[src/rtl/reg_file.sv]
// -----------------------------------------------------------------------------
// reg_file -- architectural register file feeding the ALU.
//
// 2**ADDR_WIDTH registers of DATA_WIDTH bits. Register 0 is hardwired to zero.
// Two asynchronous read ports (RD1 -> ALUOP1, RD2 -> operand mux / ALUOP2) and
// one synchronous write port for write-back data.
//
// Optional feature macro: REGFILE_BYPASS_EN
//   When defined, a write presented in the current cycle is forwarded
//   combinationally to any read port addressing the same (non-zero) register.
//   a0 is never forwarded. Storage behaviour is identical in both builds.
//
// Ports:
//   clk    in   1           system clock, writes on rising edge
//   rst_n  in   1           asynchronous active-low reset, clears all registers
//   AD1    in   ADDR_WIDTH  read address, port 1
//   AD2    in   ADDR_WIDTH  read address, port 2
//   AD3    in   ADDR_WIDTH  write address
//   WE3    in   1           write enable
//   WD3    in   DATA_WIDTH  write data
//   RD1    out  DATA_WIDTH  read data, port 1
//   RD2    out  DATA_WIDTH  read data, port 2
//   a0     out  DATA_WIDTH  continuous copy of register A0_INDEX
// -----------------------------------------------------------------------------
module reg_file #(
    parameter int DATA_WIDTH = 32,
    parameter int ADDR_WIDTH = 5,
    parameter int A0_INDEX   = 10
) (
    input  logic                  clk,
    input  logic                  rst_n,
    input  logic [ADDR_WIDTH-1:0] AD1,
    input  logic [ADDR_WIDTH-1:0] AD2,
    input  logic [ADDR_WIDTH-1:0] AD3,
    input  logic                  WE3,
    input  logic [DATA_WIDTH-1:0] WD3,
    output logic [DATA_WIDTH-1:0] RD1,
    output logic [DATA_WIDTH-1:0] RD2,
    output logic [DATA_WIDTH-1:0] a0
);

    localparam int DEPTH = 2 ** ADDR_WIDTH;
    localparam logic [ADDR_WIDTH-1:0] A0_ADDR  = A0_INDEX[ADDR_WIDTH-1:0];
    localparam logic [ADDR_WIDTH-1:0] ZERO_ADDR = {ADDR_WIDTH{1'b0}};
    localparam logic [DATA_WIDTH-1:0] ZERO_DATA = {DATA_WIDTH{1'b0}};

    logic [DATA_WIDTH-1:0] regs_r [DEPTH];
    logic                  write_en_s;
    logic [DATA_WIDTH-1:0] rd1_s;
    logic [DATA_WIDTH-1:0] rd2_s;

    // Writes to register 0 are dropped here, so entry 0 holds its reset zero forever.
    assign write_en_s = WE3 && (AD3 != ZERO_ADDR);

    // Storage: async clear, single write port committed on the rising edge.
    always_ff @(posedge clk or negedge rst_n) begin
        if (!rst_n) begin
            for (int i = 0; i < DEPTH; i++) begin
                regs_r[i] <= ZERO_DATA;
            end
        end else if (write_en_s) begin
            regs_r[AD3] <= WD3;
        end
    end

    // Read port 1: combinational lookup with optional same-cycle forward.
    always_comb begin
        rd1_s = ZERO_DATA;
        if (AD1 == ZERO_ADDR) begin
            rd1_s = ZERO_DATA;
`ifdef REGFILE_BYPASS_EN
        end else if (rst_n && write_en_s && (AD1 == AD3)) begin
            rd1_s = WD3;
`endif
        end else begin
            rd1_s = regs_r[AD1];
        end
    end

    // Read port 2: same structure as port 1.
    always_comb begin
        rd2_s = ZERO_DATA;
        if (AD2 == ZERO_ADDR) begin
            rd2_s = ZERO_DATA;
`ifdef REGFILE_BYPASS_EN
        end else if (rst_n && write_en_s && (AD2 == AD3)) begin
            rd2_s = WD3;
`endif
        end else begin
            rd2_s = regs_r[AD2];
        end
    end

    assign RD1 = rd1_s;
    assign RD2 = rd2_s;
    // a0 reflects committed storage only; it is never forwarded.
    assign a0  = regs_r[A0_ADDR];

endmodule

[config.mk]
export PLATFORM = sky130hd
export DESIGN_NAME = reg_file
export DESIGN_NICKNAME = d
export VERILOG_FILES = /design/src/rtl/reg_file.sv
export SDC_FILE = /design/constraint.sdc
export NUM_CORES = 2
export LEC_CHECK = 0
export BUFFER_PORTS_ARGS = -buffer_cell sky130_fd_sc_hd__buf_2
export CAP_MARGIN = 30
export CORE_MARGIN = 8
export CORE_UTILIZATION = 60
export DETAILED_ROUTE_END_ITERATION = 6
export MAX_ROUTING_LAYER = met4
export PLACE_DENSITY = 0.83
export SKIP_LAST_GASP = 1
export SLEW_MARGIN = 20
export SYNTH_ARGS = -nofsm -noshare
export SYNTH_HDL_FRONTEND = slang
export SYNTH_SLANG_ARGS = --single-unit
[constraint.sdc]
create_clock -name clk -period 3 [get_ports clk]
set_input_delay 0.6 -clock clk [delete_from_list [all_inputs] [get_ports clk]]
set_output_delay 0.6 -clock clk [all_outputs]
set_load 0.02 [all_outputs]
======== Word-level counts from Yosys, hierarchy flattened ========
Cells that the tools add are included.
word-level totals
  register bits ........................... 1024
  bits of input ports ..................... 50
  output and inout bits ................... 96
cells by class
  magnitude comparators ................... 4
  mux-type cells .......................... 11
  bitwise logic cells ..................... 3
  reduce and logical (&&, ||, !) cells .... 5
operator list
  operator            number
  $bwmux 1024         1
  $bmux 32 s5         2
  $mux 32             7
  $demux 32 s5        1
  $ge 6x6->1 const B  3
  $not 5->6           3
  $logic_not 5->1     2
  $lt 6x1->1 const B  1
  $reduce_bool 5->1   1
  $logic_and 1x1->1   2

======== Longest topological paths before layout ========
  depth after elaboration ................. 6
  gate-level depth with buffers ........... 7

======== Worst setup path before layout ========
OpenSTA, ideal clock, no wires.
  path type ............................... input port to output port
  from .................................... input AD2[0]
  to ...................................... output RD2[11]
  data arrival time ....................... 2269 ps
  data required time ...................... 2400 ps
  setup slack ............................. 131 ps
  stages .................................. 7
  path buffers ............................ 4
  cells stage by stage .................... buf_2 inv_1 buf_2 buf_2 clkbuf_1 o2111ai_1 a311oi_1
between the ends
  word-level cells in the longest chain between the ends .. 5
RTL lines
  item                                         line  source
  start: declaration                           33    input logic [ADDR_WIDTH-1:0] AD2,
  $not 5->6 (not written as such)              90    rd2_s = regs_r[AD2];
  $bmux 32 s5                                  90
  $mux 32 (not written as such) (2 in series)  90
  $mux 32 (*)                                  83    if (AD2 == ZERO_ADDR) begin
  end: declaration                             38    output logic [DATA_WIDTH-1:0] RD2,
Mark *: on every way between the ends. The rest lies on a longest branch, timed or not. The select of a mux whose other input is x is not followed.

======== Worst setup path in the final report ========
  from .................................... register regs_r[416] (netlist name)
  to ...................................... output RD2[0]
between the ends
  word-level cells in the longest chain between the ends .. 4
RTL lines
  item                                         line  source
  start: declaration                           47    logic [DATA_WIDTH-1:0] regs_r [DEPTH];
  start signal: indexed assignment             59    regs_r[i] <= ZERO_DATA;
  start signal: indexed assignment             62    regs_r[AD3] <= WD3;
  $bmux 32 s5                                  90
  $mux 32 (not written as such) (2 in series)  90
  $mux 32                                      83
Every way passes these cells. The select of a mux whose other input is x is not followed.

==> report_table.html <==
<table>
<tr><th>Metric</th><th>Value</th></tr>
<tr><th colspan="2">Critical path</th></tr>
<tr><td>Slowest cell on the critical path</td><td>sky130_fd_sc_hd__a311oi_4</td></tr>
<tr><td>Worst R2R Setup Slack</td><td>~2 ns</td></tr>
<tr><td>Largest driver fanout on the critical path</td><td>3</td></tr>
<tr><td>Crit start category</td><td>flop</td></tr>
<tr><td>Crit path cell chain</td><td>mux2i_1 -&gt; a221oi_1 -&gt; o21ai_1 -&gt; a311oi_4 -&gt; buf_6</td></tr>
<tr><td>Critical path buffer and inverter count</td><td>1</td></tr>
<tr><td>Crit end category</td><td>output port</td></tr>
<tr><td>Longest individual stage delay on the worst path</td><td>0.77 ns</td></tr>
<tr><td>Worst r2r src</td><td>a0[11]</td></tr>
<tr><td>Required arrival time at the worst endpoint</td><td>approximately 2.4 ns</td></tr>
<tr><td>WS Path Type</td><td>reg -&gt; out</td></tr>
<tr><td>Cell family with most CP delay</td><td>compound AO/OA/AOI/OAI gates</td></tr>
<tr><td>Worst EP arrival</td><td>2.91 ns</td></tr>
<tr><td>Critical path startpoint</td><td>regs_r[416]</td></tr>
<tr><th colspan="2">GRT</th></tr>
<tr><td>Overall global routing resource usage</td><td>0.381</td></tr>
<tr><td>Wire length of the first global-routing pass</td><td>between 200000 and 300000 microns</td></tr>
<tr><td>Via count of the first global-routing pass</td><td>around 42000</td></tr>
<tr><td>Initial antenna violation count</td><td>24</td></tr>
<tr><td>Largest net degree at the start of global routing</td><td>107</td></tr>
<tr><td>Global-route congestion overflow total</td><td>0</td></tr>
<tr><th colspan="2">Synth</th></tr>
<tr><td>Asr flop ratio synth</td><td>1.00</td></tr>
<tr><td>Summed instance area of the synthesized netlist</td><td>~55000 sq um</td></tr>
<tr><td>Post-synthesis instance total</td><td>3653</td></tr>
<tr><td>Post-synthesis average cell area</td><td>14.9 sq um</td></tr>
<tr><td>Synthesis warning total</td><td>0</td></tr>
<tr><td>Synth Register Bits</td><td>1024</td></tr>
<tr><td>Distinct cell type count after synthesis</td><td>34</td></tr>
<tr><td>Synth Flop Type</td><td>sky130_fd_sc_hd__dfrtp_1</td></tr>
<tr><td>Number of nets produced by synthesis</td><td>about 3700</td></tr>
<tr><td>Fraction of the yosys area taken by sequential cells</td><td>0.469</td></tr>
<tr><td>Number of enable flip-flop cells after synthesis</td><td>0</td></tr>
<tr><th colspan="2">STA</th></tr>
<tr><td>Total negative slack for setup checks</td><td>-7.83 ns</td></tr>
<tr><td>Post-route clock skew</td><td>0 ns</td></tr>
<tr><td>Hold violation total from the final report</td><td>0</td></tr>
<tr><td>Final setup violation count</td><td>63</td></tr>
<tr><td>Shortest clock period the worst path allows after layout</td><td>3.51 ns</td></tr>
<tr><td>Crit path setup slack, layout</td><td>-0.509 ns</td></tr>
<tr><td>Final clock period utilization by the worst path</td><td>1.17</td></tr>
<tr><td>Tightest Pin Transition</td><td>1.04 ns</td></tr>
<tr><td>Maximum clock rate</td><td>~0.29 GHz</td></tr>
<tr><td>Number of max-slew violations in the final report</td><td>0</td></tr>
<tr><td>Unrepaired setup endpoints after global routing</td><td>yes</td></tr>
<tr><td>Worst rel slew slack</td><td>0.309</td></tr>
<tr><th colspan="2">Layout</th></tr>
<tr><td>Multi-input gate area</td><td>28400 sq um</td></tr>
<tr><td>Most frequent standard cell in the layout excluding fill and tap cells</td><td>sky130_fd_sc_hd__dfrtp_1</td></tr>
<tr><td>Fill cell count</td><td>about 4500</td></tr>
<tr><td>Leading cell types in the layout, fill and taps excluded</td><td>1021 x sky130_fd_sc_hd__dfrtp_1, 1015 x sky130_fd_sc_hd__mux2_2, 448 x sky130_fd_sc_hd__mux4_2</td></tr>
<tr><td>Register area</td><td>25600 sq um</td></tr>
<tr><td>Net count of the finished layout</td><td>4074</td></tr>
<tr><td>Share of layout cells above drive strength 1</td><td>0.643</td></tr>
<tr><td>Synth-to-layout area growth</td><td>22.5%</td></tr>
<tr><th colspan="2">Status</th></tr>
<tr><td>Violated checks</td><td>DRC, setup timing</td></tr>
<tr><td>Outcome</td><td>finished, violations left</td></tr>
<tr><th colspan="2">Clocking</th></tr>
<tr><td>Root cell of the clock tree</td><td>sky130_fd_sc_hd__clkbuf_16</td></tr>
<tr><td>Total clock buffers created by CTS</td><td>105</td></tr>
<tr><td>Worst-Skew Late Latency</td><td>0.71 ns</td></tr>
<tr><td>Total clock sinks</td><td>1024</td></tr>
<tr><td>CTS tree</td><td>yes</td></tr>
<tr><td>Maximum buffer depth of the clock tree</td><td>3</td></tr>
<tr><td>Register clock-pin slew on the reported worst setup and hold paths</td><td>0.07 ns</td></tr>
<tr><td>CTS H-Tree Depth</td><td>3</td></tr>
<tr><th colspan="2">Placed design</th></tr>
<tr><td>Sum of net half-perimeters after detailed placement</td><td>113000 microns</td></tr>
<tr><td>Total of buffers placed on input and output ports</td><td>145</td></tr>
<tr><td>RePlAce Congestion</td><td>0.900</td></tr>
<tr><th colspan="2">Route</th></tr>
<tr><td>Via count</td><td>42216</td></tr>
<tr><td>Final routed wire length divided by cell count</td><td>~40 microns</td></tr>
<tr><td>Post-detailed-route count of antenna-violating nets</td><td>0</td></tr>
<tr><td>First-pass detailed-route iteration total</td><td>7</td></tr>
<tr><td># DRC</td><td>9</td></tr>
<tr><td>Starting DRT DRC Count</td><td>6848</td></tr>
<tr><td>Total wire length</td><td>~210000 microns</td></tr>
<tr><td>Drt via density</td><td>between 7 and 8</td></tr>
<tr><th colspan="2">Power and ir drop</th></tr>
<tr><td>Power density normalized to cell area</td><td>roughly 650 nW/um^2</td></tr>
<tr><td>Leakage power</td><td>29.2 nW</td></tr>
<tr><td>Worst voltage drop across the vdd grid</td><td>534 uV</td></tr>
<tr><td>Post-layout total power</td><td>approximately 0.043 W</td></tr>
<tr><th colspan="2">Floorplan</th></tr>
<tr><td>Starting density of the core</td><td>0.606</td></tr>
<tr><td>Die width</td><td>318 microns</td></tr>
<tr><td>Number of primary I/O pins</td><td>around 150</td></tr>
<tr><td>Standard cell core area</td><td>90100 sq um</td></tr>
<tr><td>Count of standard-cell rows</td><td>110</td></tr>
<tr><td>Die ar.</td><td>just over 100000 sq um</td></tr>
<tr><td>Die Ht</td><td>318 microns</td></tr>
<tr><th colspan="2">Min path</th></tr>
<tr><td>Tightest Hold Check Type</td><td>reg -&gt; reg</td></tr>
<tr><td>Min-delay src</td><td>regs_r[1019]</td></tr>
<tr><th colspan="2">Flow run</th></tr>
<tr><td>Count of max-cap constraint violations</td><td>0</td></tr>
</table>
[cell type report]
class	instances	share of cell area
repair buffers	725	0.116
clock buffers	158	0.0474
inverters	2	0.000150
clock inverters	34	0.00569
multi-input cells	2166	0.424
flip-flops and latches	1024	0.383
well taps	1176	0.0220
diodes	26	0.000973
[path summary, 6_finish.rpt]
path | depth (start not counted) | to
max | 5 | RD2[0]
min | 0 | regs_r[1019]
max reg2reg | 2 | a0[11]
min reg2reg | 0 | regs_r[1019]
max in group asynchronous | 3 | regs_r[367]
min in group asynchronous | 2 | regs_r[957]
[cell usage after synthesis (all sizes together) (3+ instances only)]
library cell,count,area (sq um)
nor3,3,15.0
nand2,49,184
nor2b,71,444
a221oi,46,403
dfrtp,1024,25600
o21ai,110,551
a211oi,64,480
a22oi,64,480
o2111ai,18,158
or3,3,18.8
mux2,1056,11900
clkbuf,222,835
buf,242,1360
nand4b,3,26.3
a311oi,64,561
mux4,448,10100
nand2b,5,31.3
nor2,19,71.3
mux2i,128,1280
[repair_timing]
action                     4_1_cts  5_1_grt
resized for setup              281      251
setup endpoints to repair       64       61
pin swaps                       37       51
setup buffers                   58       59
hold endpoints to repair        47        0
gates cloned                    16       11
hold buffers                     1        0
[metrics by stage]
step	cell area (sq um)	setup slack, ns	cells	hold slack (ns)	util
after detailed placement	59800	-0.575	4975	0.383	0.663
final	66900	-0.509	5311	0.395	0.742
after global placement	59800	-0.559	4975	0.376	0.663
after CTS	65200	-0.145	5227	0.398	0.723
after floorplan	54600	0.131	3653	0.304	-
after global routing	66900	-0.488	5309	0.410	0.742
[where the power goes]
part | internal [W] | leakage (nW) | switching, W
Combinational | 0.00593 | 14.4 | 0.00478
Sequential | 0.0164 | 13.1 | 0.00249
Clock | 0.00781 | 1.76 | 0.00596
Total | 0.0302 | 29.2 | 0.0132
[sequential cells by signal, summed over array words and instances, names as in the netlist]
register,flops
a0,32
regs_r,992
[kinds of logic after synthesis]
group,Yosys count,share of synthesized area
buffers and inverters,466,0.0403
muxes,1632,0.426
AOI/OAI and AO/OA,366,0.0482
and+or+nand+nor,165,0.0160
DFF,1024,0.469
[metal layers]
metal	up-vias	wire, microns	global-route usage
met5	-	0	-
met4	0	21200	0.255
met3	1648	33800	0.140
met2	4477	89200	0.534
met1	21164	68200	0.462
li1	14927	-	-
(Power assumes the default switching activity.)
